<file path="config.mk">
export PLATFORM = sky130hd
export DESIGN_NAME = lr_serial_comparator
export DESIGN_NICKNAME = d
export VERILOG_FILES = /design/src/rtl/lr_serial_comparator.sv
export SDC_FILE = /design/constraint.sdc
export NUM_CORES = 1
export LEC_CHECK = 0
export CORE_MARGIN = 1.5
export CORE_UTILIZATION = 48
export CTS_CLUSTER_DIAMETER = 50
export DETAILED_ROUTE_END_ITERATION = 10
export GPL_TIMING_DRIVEN = 0
export MAX_ROUTING_LAYER = met4
export PLACE_DENSITY = 0.76
export REMOVE_ABC_BUFFERS = 1
export SYNTH_ARGS = -nofsm -noshare
export SYNTH_HDL_FRONTEND = slang
export SYNTH_SLANG_ARGS = --single-unit
</file>
<file path="constraint.sdc">
create_clock -name clk -period 3.65 [get_ports clk]
set_input_delay 0.365 -clock clk [delete_from_list [all_inputs] [get_ports clk]]
set_output_delay 0.365 -clock clk [all_outputs]
set_load 0.01 [all_outputs]
</file>
<file path="src/rtl/lr_serial_comparator.sv">
// MSB-first serial magnitude comparator.
// Scans one latched bit per clock and stops at the first difference.
module lr_serial_comparator #(
  parameter int K  = 4,
  parameter int PW = 2
) (
  input  logic          clk,
  input  logic          reset,
  input  logic          start,
  input  logic [K-1:0]  A_valor,
  input  logic [K-1:0]  B_valor,
  output logic          busy,
  output logic          done,
  output logic          A_mayor,
  output logic          B_mayor,
  output logic          iguales,
  output logic [PW-1:0] pos
);

  typedef enum logic {
    IDLE = 1'b0,
    SCAN = 1'b1
  } state_t;

  state_t        state_q, state_d;
  logic [K-1:0]  ar_q, ar_d;
  logic [K-1:0]  br_q, br_d;
  logic [PW-1:0] idx_q, idx_d;
  logic          busy_q, busy_d;
  logic          done_q, done_d;
  logic          amay_q, amay_d;
  logic          bmay_q, bmay_d;
  logic          igu_q, igu_d;
  logic [PW-1:0] pos_q, pos_d;

  logic          bit_a;
  logic          bit_b;

  assign bit_a = ar_q[idx_q];
  assign bit_b = br_q[idx_q];

  // Next-state: accept in IDLE, walk one bit per cycle in SCAN.
  always_comb begin
    state_d = state_q;
    ar_d    = ar_q;
    br_d    = br_q;
    idx_d   = idx_q;
    busy_d  = busy_q;
    done_d  = 1'b0;
    amay_d  = amay_q;
    bmay_d  = bmay_q;
    igu_d   = igu_q;
    pos_d   = pos_q;
    unique case (state_q)
      IDLE: begin
        if (start) begin
          ar_d    = A_valor;
          br_d    = B_valor;
          idx_d   = PW'(K - 1);
          busy_d  = 1'b1;
          amay_d  = 1'b0;
          bmay_d  = 1'b0;
          igu_d   = 1'b0;
          pos_d   = '0;
          state_d = SCAN;
        end
      end
      SCAN: begin
        if (bit_a != bit_b) begin
          amay_d  = bit_a;
          bmay_d  = bit_b;
          pos_d   = idx_q;
          done_d  = 1'b1;
          busy_d  = 1'b0;
          state_d = IDLE;
        end else if (idx_q == '0) begin
          igu_d   = 1'b1;
          pos_d   = '0;
          done_d  = 1'b1;
          busy_d  = 1'b0;
          state_d = IDLE;
        end else begin
          idx_d   = idx_q - PW'(1);
        end
      end
      default: state_d = IDLE;
    endcase
  end

  // State and result registers; reset abandons any scan silently.
  always_ff @(posedge clk) begin
    if (reset) begin
      state_q <= IDLE;
      ar_q    <= '0;
      br_q    <= '0;
      idx_q   <= '0;
      busy_q  <= 1'b0;
      done_q  <= 1'b0;
      amay_q  <= 1'b0;
      bmay_q  <= 1'b0;
      igu_q   <= 1'b0;
      pos_q   <= '0;
    end else begin
      state_q <= state_d;
      ar_q    <= ar_d;
      br_q    <= br_d;
      idx_q   <= idx_d;
      busy_q  <= busy_d;
      done_q  <= done_d;
      amay_q  <= amay_d;
      bmay_q  <= bmay_d;
      igu_q   <= igu_d;
      pos_q   <= pos_d;
    end
  end

  assign busy    = busy_q;
  assign done    = done_q;
  assign A_mayor = amay_q;
  assign B_mayor = bmay_q;
  assign iguales = igu_q;
  assign pos     = pos_q;

endmodule

</file>
---- After elaboration in Yosys (flattened, before gate mapping) ----
Cells that the tools add are included.
cells by class
  $lt $le $gt $ge ......................... 1
  muxes and demuxes ....................... 30
  shift operators ......................... 0
  reductions and logical operators ........ 7
  eq/ne operators ......................... 7
  bitwise operators ....................... 1
  add/subtract/negate cells ............... 1
  $mul .................................... 0
  divide/modulo/power cells ............... 0
operators by type and width
  kind                                                                          number
  1-bit 2-to-1 mux                                                              15
  2-bit 2-to-1 mux                                                              6
  1-bit case mux with 2 select lines                                            5
  2-bit case mux with 2 select lines                                            2
  2-bit inequality test, second input constant                                  3
  2-bit AND reduction                                                           3
  3-bit AND reduction                                                           2
  1-bit binary-select mux with 2-bit select                                     2
  2-bit by 1-bit inequality test with 1-bit output, second input constant       2
  2-bit by 3-bit less-than comparator with 1-bit output, second input constant  1
  3-bit by 1-bit inequality test with 1-bit output, second input constant       1
  2-bit zero test                                                               1
  2-bit OR reduction                                                            1
  2-bit by 1-bit subtractor with 2-bit output, second input constant            1
  1-bit inequality test                                                         1
  1-bit NOT                                                                     1
word-level totals
  bits in read-only memories .............. 0
  output and inout port bits .............. 7
  memories ................................ 0
  memory bits (writable) .................. 0
  latch bits .............................. 0
  logic and storage cells ................. 57
  register bits ........................... 18

---- Depth between registers and ports, before layout ----
Gate-level depths: netlist (run 1).
  depth after elaboration ................. 5
  depth in mapped cells ................... 5
  mapped depth without buffers ............ 5

---- Worst setup path before layout (run 1) ----
OpenSTA, ideal clock, no wires.
  path type ............................... register -> register
  from .................................... register idx_q[0]
  to ...................................... register idx_q[1]
  path buffers ............................ 0
  arrival ................................. 1352 ps
  stages on the path, launching flop included .. 6
  required time ........................... 3562 ps
  clock period less this slack ............ 1440 ps
  path slack .............................. 2210 ps
  path through ............................ dfxtp_1 > clkinv_1 > ha_1 > nor2b_1 > a211oi_1 > a311oi_2
on the way
  longest elaborated chain between the ends .. 5
RTL lines
  element                                                       line    text
  start, declared                                               28      logic [PW-1:0] idx_q, idx_d;
  start signal, assigned                                        107     idx_q <= idx_d;
  1-bit binary-select mux with 2-bit select (on tied branches)  39, 40
  1-bit 2-to-1 mux (on tied branches)                           39, 40
  1-bit inequality test                                         69      if (bit_a != bit_b) begin
  2-bit inequality test (no line)                               --
  3-bit AND reduction (no line)                                 --
Parallel ways exist; a longest one is shown, timed or not. The select of a mux whose other input is x is not followed.
A chain may end at the register's enable or synchronous reset.

---- Worst setup path after layout (run 1) ----
  from .................................... input start
  to ...................................... register idx_q[1]
on the way
  longest elaborated chain between the ends .. 2
RTL lines
  element                          line  text
  start, declared                  9     input logic start,
  2-bit inequality test (no line)  --
  3-bit AND reduction (no line)    --
No other way between the ends.

==> results.txt, run 1 <==
Routability-driven placement finished with a final weighted congestion of 0.744. The analysis attributes to cell leakage a power of 0.381 nW. The tools report the count of final hold-check violations as 0.

The run gives 1.84 ns as the final worst-path setup slack. The most critical setup path has its startpoint at start. The run finished with clean final reports. For this run, the register share of the synthesized area comes to 41.7%. Across every metal layer, demand over resource in global routing totals 21.0%. Synthesis produced a netlist whose cell count is 95.

After the last flow step, the layout net total stands at 124. Summed over all failing endpoints, the final setup total negative slack is 0 ns. The total power density per cell area was 390 nW/um^2.

The kind of critical path was in -> reg. The area enclosed by the die boundary was 2060 sq um. The pin count of the biggest net entering global routing is 18, and the share of cells above drive strength 1 is 7.27%.

The Yosys step of the flow raised 0 warnings. Terminating pin of the worst hold path: br_q[2]. For the initial standard-cell utilization of the core, the log shows 50.6%. Beginning of the worst register-to-register path: idx_q[0]. In this run the core area contains 15 standard-cell rows.

The number of pins with negative max-slew slack in the final report came out at 0. STA classifies the critical path endpoint as a flop. Summed over all nets, wire length on met2 after detailed routing comes to 839 um. Number of enable-type register cells in the synthesized netlist: 0. The commonest cells after synthesis are sky130_fd_sc_hd__nand2_1, sky130_fd_sc_hd__dfxtp_1, sky130_fd_sc_hd__a21oi_1. CTS saw 18 sinks. Share of flip-flops with an asynchronous set or reset: 0%. The internal power summed over all cells was 298 uW.

The headroom to the max-slew limit was 44.5%; the unique cell type count in the Yosys netlist was 26. By area the synthesized netlist is led by sky130_fd_sc_hd__dfxtp_1, sky130_fd_sc_hd__nand2_1, sky130_fd_sc_hd__a21oi_1. The count of buffers from port buffering was 17. In this run the count of I/O pins placed on the die edge is 18. The number of buffers inserted to repair setup after CTS came out at 0. The worst clock skew is 0.00397 ns, and the worst endpoint required time is 3.85 ns. The routed via count divided by cell count was 5.53; the time the final worst path needs with I/O delays and setup was 1.81 ns.

The clock network accounts for 23.0% of the total power. Once detail routing completed, the nets flagged for antenna violations numbered 0. OpenSTA, run right after detailed placement, puts the worst setup slack at 1.60 ns. The number of design rule violations left after detail routing was 0.

Endpoint of the worst register-to-register path: idx_q[1]. Static timing analysis puts the maximum clock frequency at 0.552 GHz. For the worst flop-to-flop path, the logic depth is 5. The worst IR drop on VDD came out at 0.221 mV. The tools report the count of final setup violators as 0. The wire length per cell came out at 12.6 um.

The total number of vias was 747; the width of the die was 45.4 um. The run gives 0 as the post-cts gate resize count. TritonCTS built the clock tree. The number of clock buffers inserted by TritonCTS is 3, and the highest fanout seen on the critical path is 11. Predominant post-synthesis flop cell: sky130_fd_sc_hd__dfxtp_1. The worst setup path is launched from an input pin. Area growth from synthesis to layout: 23.7%. Clock latency reported for the late side of the worst-skew pair: 0.29 ns. Setup repair after global routing left no endpoint under its margin.

Counting flops and latches in the post-synthesis netlist gives 18. The region available for standard cell placement spans 1710 sq um. Signal routing reaches up to met4. The first detailed-routing pass ran for 4 iterations. In this run the register-to-register setup slack is 1.86 ns. After synthesis, the mean cell area works out to 9.10 sq um.

The maximum clock insertion buffer count is 2. Along the worst hold path, the cell count comes to 2. For the number of diodes added for antenna fixing, the log shows 0. The initial antenna violation count came out at 0.

Measured along the y axis, the die boundary spans 45.4 um. At the worst endpoint, the arrival time is 2.01 ns. For this design the total switching power over the nets is 119 uW. Across the run, the number of max-cap violations was 0.

The area share of the largest cell type after synthesis was 41.7%; the met3 wire length was 56 um. Sequential cells burn 53.5% of the power. Summed over all layers, the routed wires come to 1700 um. The slew of the pin with the lowest slew margin was 0.831 ns.

After detailed routing, the wire length on met1 is 763 um. In this run the most critical hold path is launched from br_q[2]. The tools report the number of global-route vias before repair as 656. After clock tree synthesis, the clock-pin slew on the worst setup and hold paths is 0.09 ns. The tools report the final HPWL from detailed placement as 1170 um. Number of buffers inserted for hold repair after clock tree synthesis: 0. In the finished design, the share of the clock period the worst path needs comes to 49.7%. The total congestion overflow after global routing was 0.

The cell area after synthesis came out at 865 sq um. In this run, the combinational gates consume 23.5% of the power. Summed over all instances, the cell type with the most area after synthesis is sky130_fd_sc_hd__dfxtp_1.

In this run, the number of DRC markers left after iteration 0 of detailed routing was 12. In this run the clock root is driven by a sky130_fd_sc_hd__clkbuf_4. Yosys instantiated no cell more often than sky130_fd_sc_hd__nand2_1. The worst hold path belongs to the class reg -> reg. In this run switching power makes up 28.6% of total power. The number of levels the H-tree was split into came out at 1.

The first global-routing pass estimated 2970 um of wire.
[sequential cells by signal, indices dropped and copies added (netlist names)]
register  count
ar_q          4
idx_q         2
state_q       1
busy          1
done          1
A_mayor       1
iguales       1
pos           2
B_mayor       1
br_q          4
[cells by family after synthesis]
logic type	share of synthesized area (%)
AO/OA/AOI/OAI	18.2
XOR/XNOR	4.05
adder cells (fa/ha/maj)	1.45
buffers and inverters	3.47
flip-flops	41.7
multiplexers	13.5
AND/OR/NAND/NOR	17.7
[metrics by stage]
step | power [mW] | std cells | cell area, sq um | util, % | hold WS, ns
after floorplan | 0.288 | 90 | 846 | - | 0.433
after global placement | 0.320 | 132 | 1050 | 61.3 | 0.467
after detailed placement | 0.323 | 132 | 1050 | 61.3 | 0.477
after CTS | 0.421 | 135 | 1070 | 62.6 | 0.491
after global routing | 0.447 | 135 | 1070 | 62.6 | 0.514
final | 0.417 | 135 | 1070 | 62.6 | 0.489
[layout make-up]
type | count | area [sq um]
Fill cell | 157 | 638
Inverter | 3 | 11.3
Multi-Input combinational cell | 69 | 474
Sequential cell | 18 | 360
Timing Repair Buffer | 17 | 170
Tap cell | 25 | 31.3
Clock buffer | 3 | 22.5
[routing by layer]
metal / up-vias / GRT usage [%]
met2: 15 / 30.4
li1: 374 / -
met5: - / -
met1: 353 / 28.1
met4: 0 / 10.6
met3: 5 / 3.57
[how the worst max path moves through the flow]
stage / depth (start not counted) / endpoint
after global placement: 4 / idx_q[1]
final: 4 / idx_q[1]
after floorplan: 5 / idx_q[1]
after detailed placement: 4 / idx_q[1]
after global routing: 5 / idx_q[1]
after CTS: 4 / idx_q[1]
[layout by cell type (no fill, tap or decap), types with 2 or more instances in the layout]
| cell type | n |
|---|---|
| sky130_fd_sc_hd__a311oi_1 | 2 |
| sky130_fd_sc_hd__nor2b_1 | 2 |
| sky130_fd_sc_hd__a32oi_1 | 3 |
| sky130_fd_sc_hd__nand3_1 | 2 |
| sky130_fd_sc_hd__nand2b_1 | 4 |
| sky130_fd_sc_hd__nand2_1 | 20 |
| sky130_fd_sc_hd__xnor2_1 | 4 |
| sky130_fd_sc_hd__clkdlybuf4s50_1 | 17 |
| sky130_fd_sc_hd__dfxtp_1 | 18 |
| sky130_fd_sc_hd__mux4_1 | 2 |
| sky130_fd_sc_hd__clkbuf_4 | 3 |
| sky130_fd_sc_hd__a211oi_1 | 2 |
| sky130_fd_sc_hd__mux2i_1 | 3 |
| sky130_fd_sc_hd__nor2_1 | 4 |
| sky130_fd_sc_hd__a21oi_1 | 12 |
[power by group through the flow]
stage	Sequential (mW)	Clock [mW]	Combinational, mW
5_1_grt	0.226	0.113	0.108
2_1_floorplan	0.226	0	0.0626
3_3_place_gp	0.227	0	0.0933
4_1_cts	0.223	0.0994	0.0982
3_5_place_dp	0.228	0	0.0958
6_report	0.223	0.0959	0.0979
[worst max-delay path: stages]
cell	delay, ns
sky130_fd_sc_hd__clkdlybuf4s50_1	0.50
sky130_fd_sc_hd__nor2b_1	0.68
sky130_fd_sc_hd__a211oi_1	0.15
sky130_fd_sc_hd__a311oi_2	0.31
Note: power is estimated with default switching activity, not from simulation.
==> inputs of run 2 (changes only) <==
CORE_ASPECT_RATIO = 0.7   (was unset)
CORE_UTILIZATION = 44   (was 48)
PLACE_DENSITY = 0.73   (was 0.76)
clock period = 1.6 ns   (was 3.65 ns; I/O delays follow)
==> run 2 against run 1 <==
Clock skew up 0.0010 ns. Cell count down 1.5%. First-iteration DRC count up 100%. Total power up 140%. Clock power rose to 2.9 times the previous value. Critical endpoint is now A_mayor. Largest cell class unchanged. Largest power group unchanged.
==> results.txt, run 2 (synthesis gave the netlist of run 1 again) <==
The flow ran to the end, and the final reports show no timing, DRC or antenna violations. The combined area of the multi-input logic cells came out at 479 sq um (+1.1%). The slew of the pin with the lowest slew margin was 0.652 ns (-0.178 ns); the final HPWL from detailed placement was 1320 um (+13%).

Number of clock buffers inserted by TritonCTS: 3 (unchanged). The leading cell type in the layout, fill and taps excluded was sky130_fd_sc_hd__nand2_1. The number of global-route vias before repair is 681 (+3.8%). In this run the clock root is driven by a sky130_fd_sc_hd__clkbuf_4. The logs give 13 (-2) for the floorplan row count and 0 (unchanged) for the count of final setup violators. The area inside the core boundary came out at 1850 sq um (+8.6%).

The worst path uses 93.2% of the clock period. The width of the die is 56.0 um (+23%), and the arrival time at the worst endpoint is 1.69 ns (-0.32 ns). Number of fillers in the final layout: 185 (+18%).

The clock latency reported for the late side of the worst-skew pair is 0.30 ns (about the same). Overall routed net length: 1840 um (+8.3%). Setup repair after global routing left no endpoint under its margin. The number of maximum-capacitance violations came out at 0 (unchanged).

The total power density per cell area is 934 nW/um^2 (+140%). The worst IR drop on VDD is 0.706 mV (+220%), and the clock sink count is 18 (unchanged). The violation count after the first detailed-route iteration came out at 24 (+12).

The largest registers in the layout are ar_q (4), br_q (4). The logs give 761 (+1.9%) for the total number of vias and 0.00498 ns (+0.00101 ns) for the worst clock skew. The tools report the final standard cell count with taps included and fillers excluded as 133 (-1.5%).

The critical path in this run is classified as reg -> reg. The worst setup path is captured at a flop. The routability-driven placement congestion ratio was 0.754 (+1.4%). The library cells used most frequently in the layout, excluding fill and tap cells, are sky130_fd_sc_hd__nand2_1, sky130_fd_sc_hd__clkdlybuf4s50_1, sky130_fd_sc_hd__dfxtp_1. The tools report the first-pass GRT wire length as 3030 um (+2.1%). The tools report the number of levels the H-tree was split into as 1 (unchanged). The number of nets still failing antenna checks after routing is 0 (unchanged), and the initial standard-cell utilization of the core is 46.6% (-4.0 points).

Relative to the synthesized area, the layout overhead comes to 26.2%. The run gives 124 (unchanged) as the net count reported at finish. The total iterations of the first detailed-routing run is 4 (unchanged), and the post-CTS clock slew at the launch and capture registers of the worst setup and hold paths is 0.10 ns (about the same).

The tools report the area enclosed by the die boundary as 2240 sq um (+8.7%). The leakage dissipation came out at 0.392 nW (+2.9%). STA classifies the critical path startpoint as a flop.

For the worst hold slack, the log shows 0.393 ns (-0.0965 ns). The min-delay analysis places its worst path in the category in -> reg. The final core area utilization is 58.8% (-3.8 points). The number of pins with negative max-slew slack in the final report is 0 (unchanged). The number of diodes added for antenna fixing was 0 (unchanged). The vertical extent of the die was 40.1 um (-12%).

Maximum clock insertion buffer count: 2 (unchanged). The final design area excluding fillers was 1090 sq um (+2.0%); the count of final hold-check violations was 0 (unchanged). After layout, the minimum clock period comes to 1.49 ns. Total power consumption of the routed design: 1.02 mW (+140%). Sequential cell area: 365 sq um (+1.4%). Wire length per cell: 13.9 um (+9.9%). Based on the critical path, the design can be clocked at up to 0.670 GHz. The run gives 0 (unchanged) as the total congestion overflow after global routing.

The aggregate global-route resource usage came out at 19.0% (-2.0 points). The number of design rule violations left after detail routing is 0 (unchanged), and the count of buffers from port buffering is 17 (unchanged). TritonCTS built the clock tree. The headroom to the max-slew limit was 56.4% (+12 points); the number of buffers inserted to repair setup after CTS was 0 (unchanged).

The tools report the number of top-level design ports as 18 (unchanged). The total cell area at the placement stage is 1040 sq um (-0.36%). The highest fanout seen on the critical path was 5 (-6); the count of placed standard cells including taps was 129 (-2.3%). The routed via count divided by cell count was 5.72 (+3.4%); the worst endpoint required time was 1.80 ns (-2.05 ns). The share of cells above drive strength 1 is 12.6% (+5.3 points). Pin count of the biggest net entering global routing: 18 (unchanged). The run gives 0 (unchanged) as the initial antenna violation count.
[run 2: cell count changes in the layout (fill, tap and decap cells not counted), sizes merged]
| cell | previous run | this run |
|---|---|---|
| clkbuf | 3 | 4 |
[run 2: layer usage]
metal	vias to the layer above	routed length (um)	share of wire, %	GRT usage (%)
met1	358	924	50	23.1
met5	-	0	0	-
li1	380	-	-	-
met2	19	808	44	29.7
met4	0	23	1.2	6.55
met3	4	87	4.7	7.10
[run 2: per-stage QoR]
step / setup WS [ns] / TNS [ns]
5_1_grt: 0.00776 / 0
4_1_cts: 0.00465 / 0
3_5_place_dp: -0.255 / -1.22
3_3_place_gp: -0.224 / -1.03
2_1_floorplan: 0.150 / 0
6_report: 0.108 / 0
[run 2: timing repair]
action | CTS | global route
hold buffers | 0 | 0
pin swaps | 0 | 0
gates resized for setup | 3 | 3
endpoints found under the setup margin | 1 | 3
[run 2: power breakdown]
part           internal (mW)  switching, mW  total (mW)  leakage [nW]
Clock                  0.139          0.142       0.281        0.0210
Combinational          0.116          0.110       0.225         0.223
Sequential             0.479         0.0335       0.512         0.148
[run 2: worst max-delay path, stage by stage (launching register included)]
cell and delay, ns:
sky130_fd_sc_hd__dfxtp_4 0.39, sky130_fd_sc_hd__mux4_1 0.56, sky130_fd_sc_hd__nand2b_1 0.12, sky130_fd_sc_hd__nand2_1 0.06
sky130_fd_sc_hd__a311oi_1 0.26
[run 2: worst paths after layout]
path                                  from  slack, ns      end  cells after the start
worst max-delay path              idx_q[1]       0.11  A_mayor                      4
worst min-delay path            A_valor[1]       0.39  ar_q[1]                      3
worst max register to register    idx_q[1]       0.11  A_mayor                      4
worst min register to register      pos[1]       0.49   pos[1]                      2
[run 2: layout make-up]
cell class | instances | share of cell area [%]
Clock buffer | 4 | 3.33
Multi-Input combinational cell | 69 | 43.9
Inverter | 3 | 1.15
Sequential cell | 18 | 33.5
Timing Repair Buffer | 17 | 15.6
Tap cell | 22 | 2.52
==> inputs of run 3 (changes only) <==
CORE_MARGIN = 5   (was 1.5)
==> run 3 against run 2 <==
Clock-buffer cell count unchanged. Worst setup slack worse by 0.0048 ns. Die area up 32%.
==> results.txt, run 3 (synthesis gave the netlist of run 1 again) <==
Final design area excluding fillers: 1090 sq um (-0.34%). Traced cell by cell, the critical path runs through xnor2_1 > mux4_2 > a32oi_1 > nor2_1. The logs give 4 (unchanged) for the total iterations of the first detailed-routing run and 0.594 mV (-16%) for the worst IR drop on VDD.

The fraction of the cycle the final worst path needs is 93.5% (+0.30 points), and the met3 wire length is 106 um (+22%). The logs give 3 (unchanged) for the number of clock buffers inserted by TritonCTS and 58.1% (-0.71 points) for the final core area utilization. The amount of wire on met2 after detailed routing is 828 um (+2.5%).

The slowest stage of the critical path belongs to the cell sky130_fd_sc_hd__mux4_2. The floorplan row count is 13 (unchanged). The arrival time at the worst endpoint came out at 1.67 ns (-0.02 ns). Count of final setup violators: 0 (unchanged). The number of design rule violations left after detail routing was 0 (unchanged); the number of diodes added for antenna fixing was 0 (unchanged). The total power consumption of the routed design was 1.03 mW (+0.87%). Leaving out fill and tap cells, the most frequent cell in the layout is sky130_fd_sc_hd__nand2_1. After detailed routing, no signal wire sits above met4. The run gives 4 (+1) as the post-cts gate resize count. The clock sink count came out at 18 (unchanged).

The tools report the count of final hold-check violations as 0 (unchanged). The time the final worst path needs with I/O delays and setup is 1.50 ns (+0.00475 ns). The first-pass GRT wire length is 3190 um (+5.4%), and the slew of the pin with the lowest slew margin is 0.666 ns (+0.0141 ns). The upper clock frequency limit was 0.668 GHz (-0.32%).

The tools report the worst clock skew as 0.00241 ns (-0.00257 ns). The run gives 124 (unchanged) as the net count reported at finish. The final worst-path setup slack came out at 0.104 ns (-0.00475 ns). The run finished with clean final reports. The worst hold slack came out at 0.391 ns (-0.00196 ns). TritonCTS built the clock tree. In the layout the commonest cells are sky130_fd_sc_hd__nand2_1, sky130_fd_sc_hd__clkdlybuf4s50_1, sky130_fd_sc_hd__dfxtp_1.

Clock latency reported for the late side of the worst-skew pair: 0.30 ns (about the same). The headroom to the max-slew limit is 55.4% (-0.94 points), and the pin count of the biggest net entering global routing is 18 (unchanged). The root buffer cell chosen for the clock tree is sky130_fd_sc_hd__clkbuf_4. The aggregate global-route resource usage was 14.4% (-4.6 points).

The width of the die was 63.0 um (+13%); the total power density per cell area was 945 nW/um^2 (+1.2%). The sort of element at the start of the critical path is a flop. The tools report the kind of end point of the critical path as a flop.

The logs give 27 (+13%) for the violation count after the first detailed-route iteration and 0 (unchanged) for the total congestion overflow after global routing. The largest registers in the layout are ar_q (4), br_q (4). The number of levels the H-tree was split into came out at 1 (unchanged). In this run the worst hold path is classified as in -> reg. The tools report the total number of vias as 752 (-1.2%). The routed via count divided by cell count is 5.65 (-1.2%). Routed length on met1: 971 um (+5.1%). The number of fillers in the final layout came out at 162 (-12%).

The run gives 0.864 (+15%) as the routability-driven placement congestion ratio. Setup repair after global routing left no endpoint under its margin. The vertical extent of the die is 47.1 um (+17%), and the post-CTS clock slew at the launch and capture registers of the worst setup and hold paths is 0.11 ns (about the same). The final HPWL from detailed placement was 1380 um (+4.5%); the worst endpoint required time was 1.77 ns (-0.03 ns).

The wire length per cell is 14.4 um (+3.8%). The initial standard-cell utilization of the core was 46.2% (-0.41 points). The area growth from synthesis to layout is 25.8%.

The leakage dissipation came out at 0.386 nW (-1.6%). The number of maximum-capacitance violations was 0 (unchanged). The count of buffers from port buffering is 17 (unchanged).

The kind of critical path was reg -> reg. The largest stage delay on the critical path came out at 0.56 ns (about the same). The area enclosed by the die boundary was 2970 sq um (+32%); the number of pins with negative max-slew slack in the final report was 0 (unchanged). The logs give -0.233 ns (+0.0224 ns) for the worst-case setup slack after placement and 0 (unchanged) for the number of buffers inserted to repair setup after CTS.

The total cell area at the placement stage is 1040 sq um (unchanged), and the number of top-level design ports is 18 (unchanged). The area inside the core boundary was 1870 sq um (+0.88%); the maximum clock insertion buffer count was 2 (unchanged). The share of cells above drive strength 1 is 13.5% (+0.90 points). The initial antenna violation count came out at 0 (unchanged). The highest fanout seen on the critical path is 5 (unchanged), and the number of global-route vias before repair is 708 (+4.0%). For the overall routed net length, the log shows 1910 um (+3.8%).

The number of nets still failing antenna checks after routing is 0 (unchanged). Number of buffers inserted for hold repair after clock tree synthesis: 0 (unchanged).
[run 3: cell types whose count changed in the layout (fill, tap and decap cells not counted)]
| cell | change |
|---|---|
| sky130_fd_sc_hd__mux4_2 | +1 |
| sky130_fd_sc_hd__mux4_1 | -1 |
[run 3: final timing paths]
kind / depth (start not counted) / start / slack [ns] / end
worst max-delay path: 4 / br_q[3] / 0.10 / iguales
worst max register to register: 4 / br_q[3] / 0.10 / iguales
worst min register to register: 2 / br_q[1] / 0.49 / br_q[1]
worst min-delay path: 3 / B_valor[3] / 0.39 / br_q[3]
[run 3: layout make-up]
type / instances / area [sq um] / share of cell area, %
timing repair buffer: 17 / 170 / 15.7
sequential: 18 / 365 / 33.6
inverter: 3 / 12.5 / 1.15
tap: 22 / 27.5 / 2.53
clock buffer: 4 / 36.3 / 3.34
multi-input combinational: 69 / 475 / 43.7
[run 3: through the flow]
step	std cells	setup TNS, ns
5_1_grt	133	0
6_report	133	0
3_3_place_gp	129	-0.660
4_1_cts	133	0
2_1_floorplan	90	0
3_5_place_dp	129	-1.02
[run 3: report_power, final]
| part | switching [mW] | internal, mW |
|---|---|---|
| Combinational | 0.109 | 0.116 |
| Sequential | 0.0358 | 0.479 |
| Clock | 0.150 | 0.139 |
| Total | 0.294 | 0.733 |
[run 3: critical path: cells and delay by family, from the launching register on]
family           cells  cell delay [ns]
multiplexers         1             0.56
flip-flops           1             0.40
AND/OR/NAND/NOR      1             0.06
AO/OA/AOI/OAI        1             0.22
XOR/XNOR             1             0.13
[run 3: layer usage]
layer | vias up | track usage [%]
met5 | - | -
met4 | 0 | 2.54
met3 | 2 | 5.50
met2 | 21 | 23.1
met1 | 356 | 17.7
li1 | 373 | -
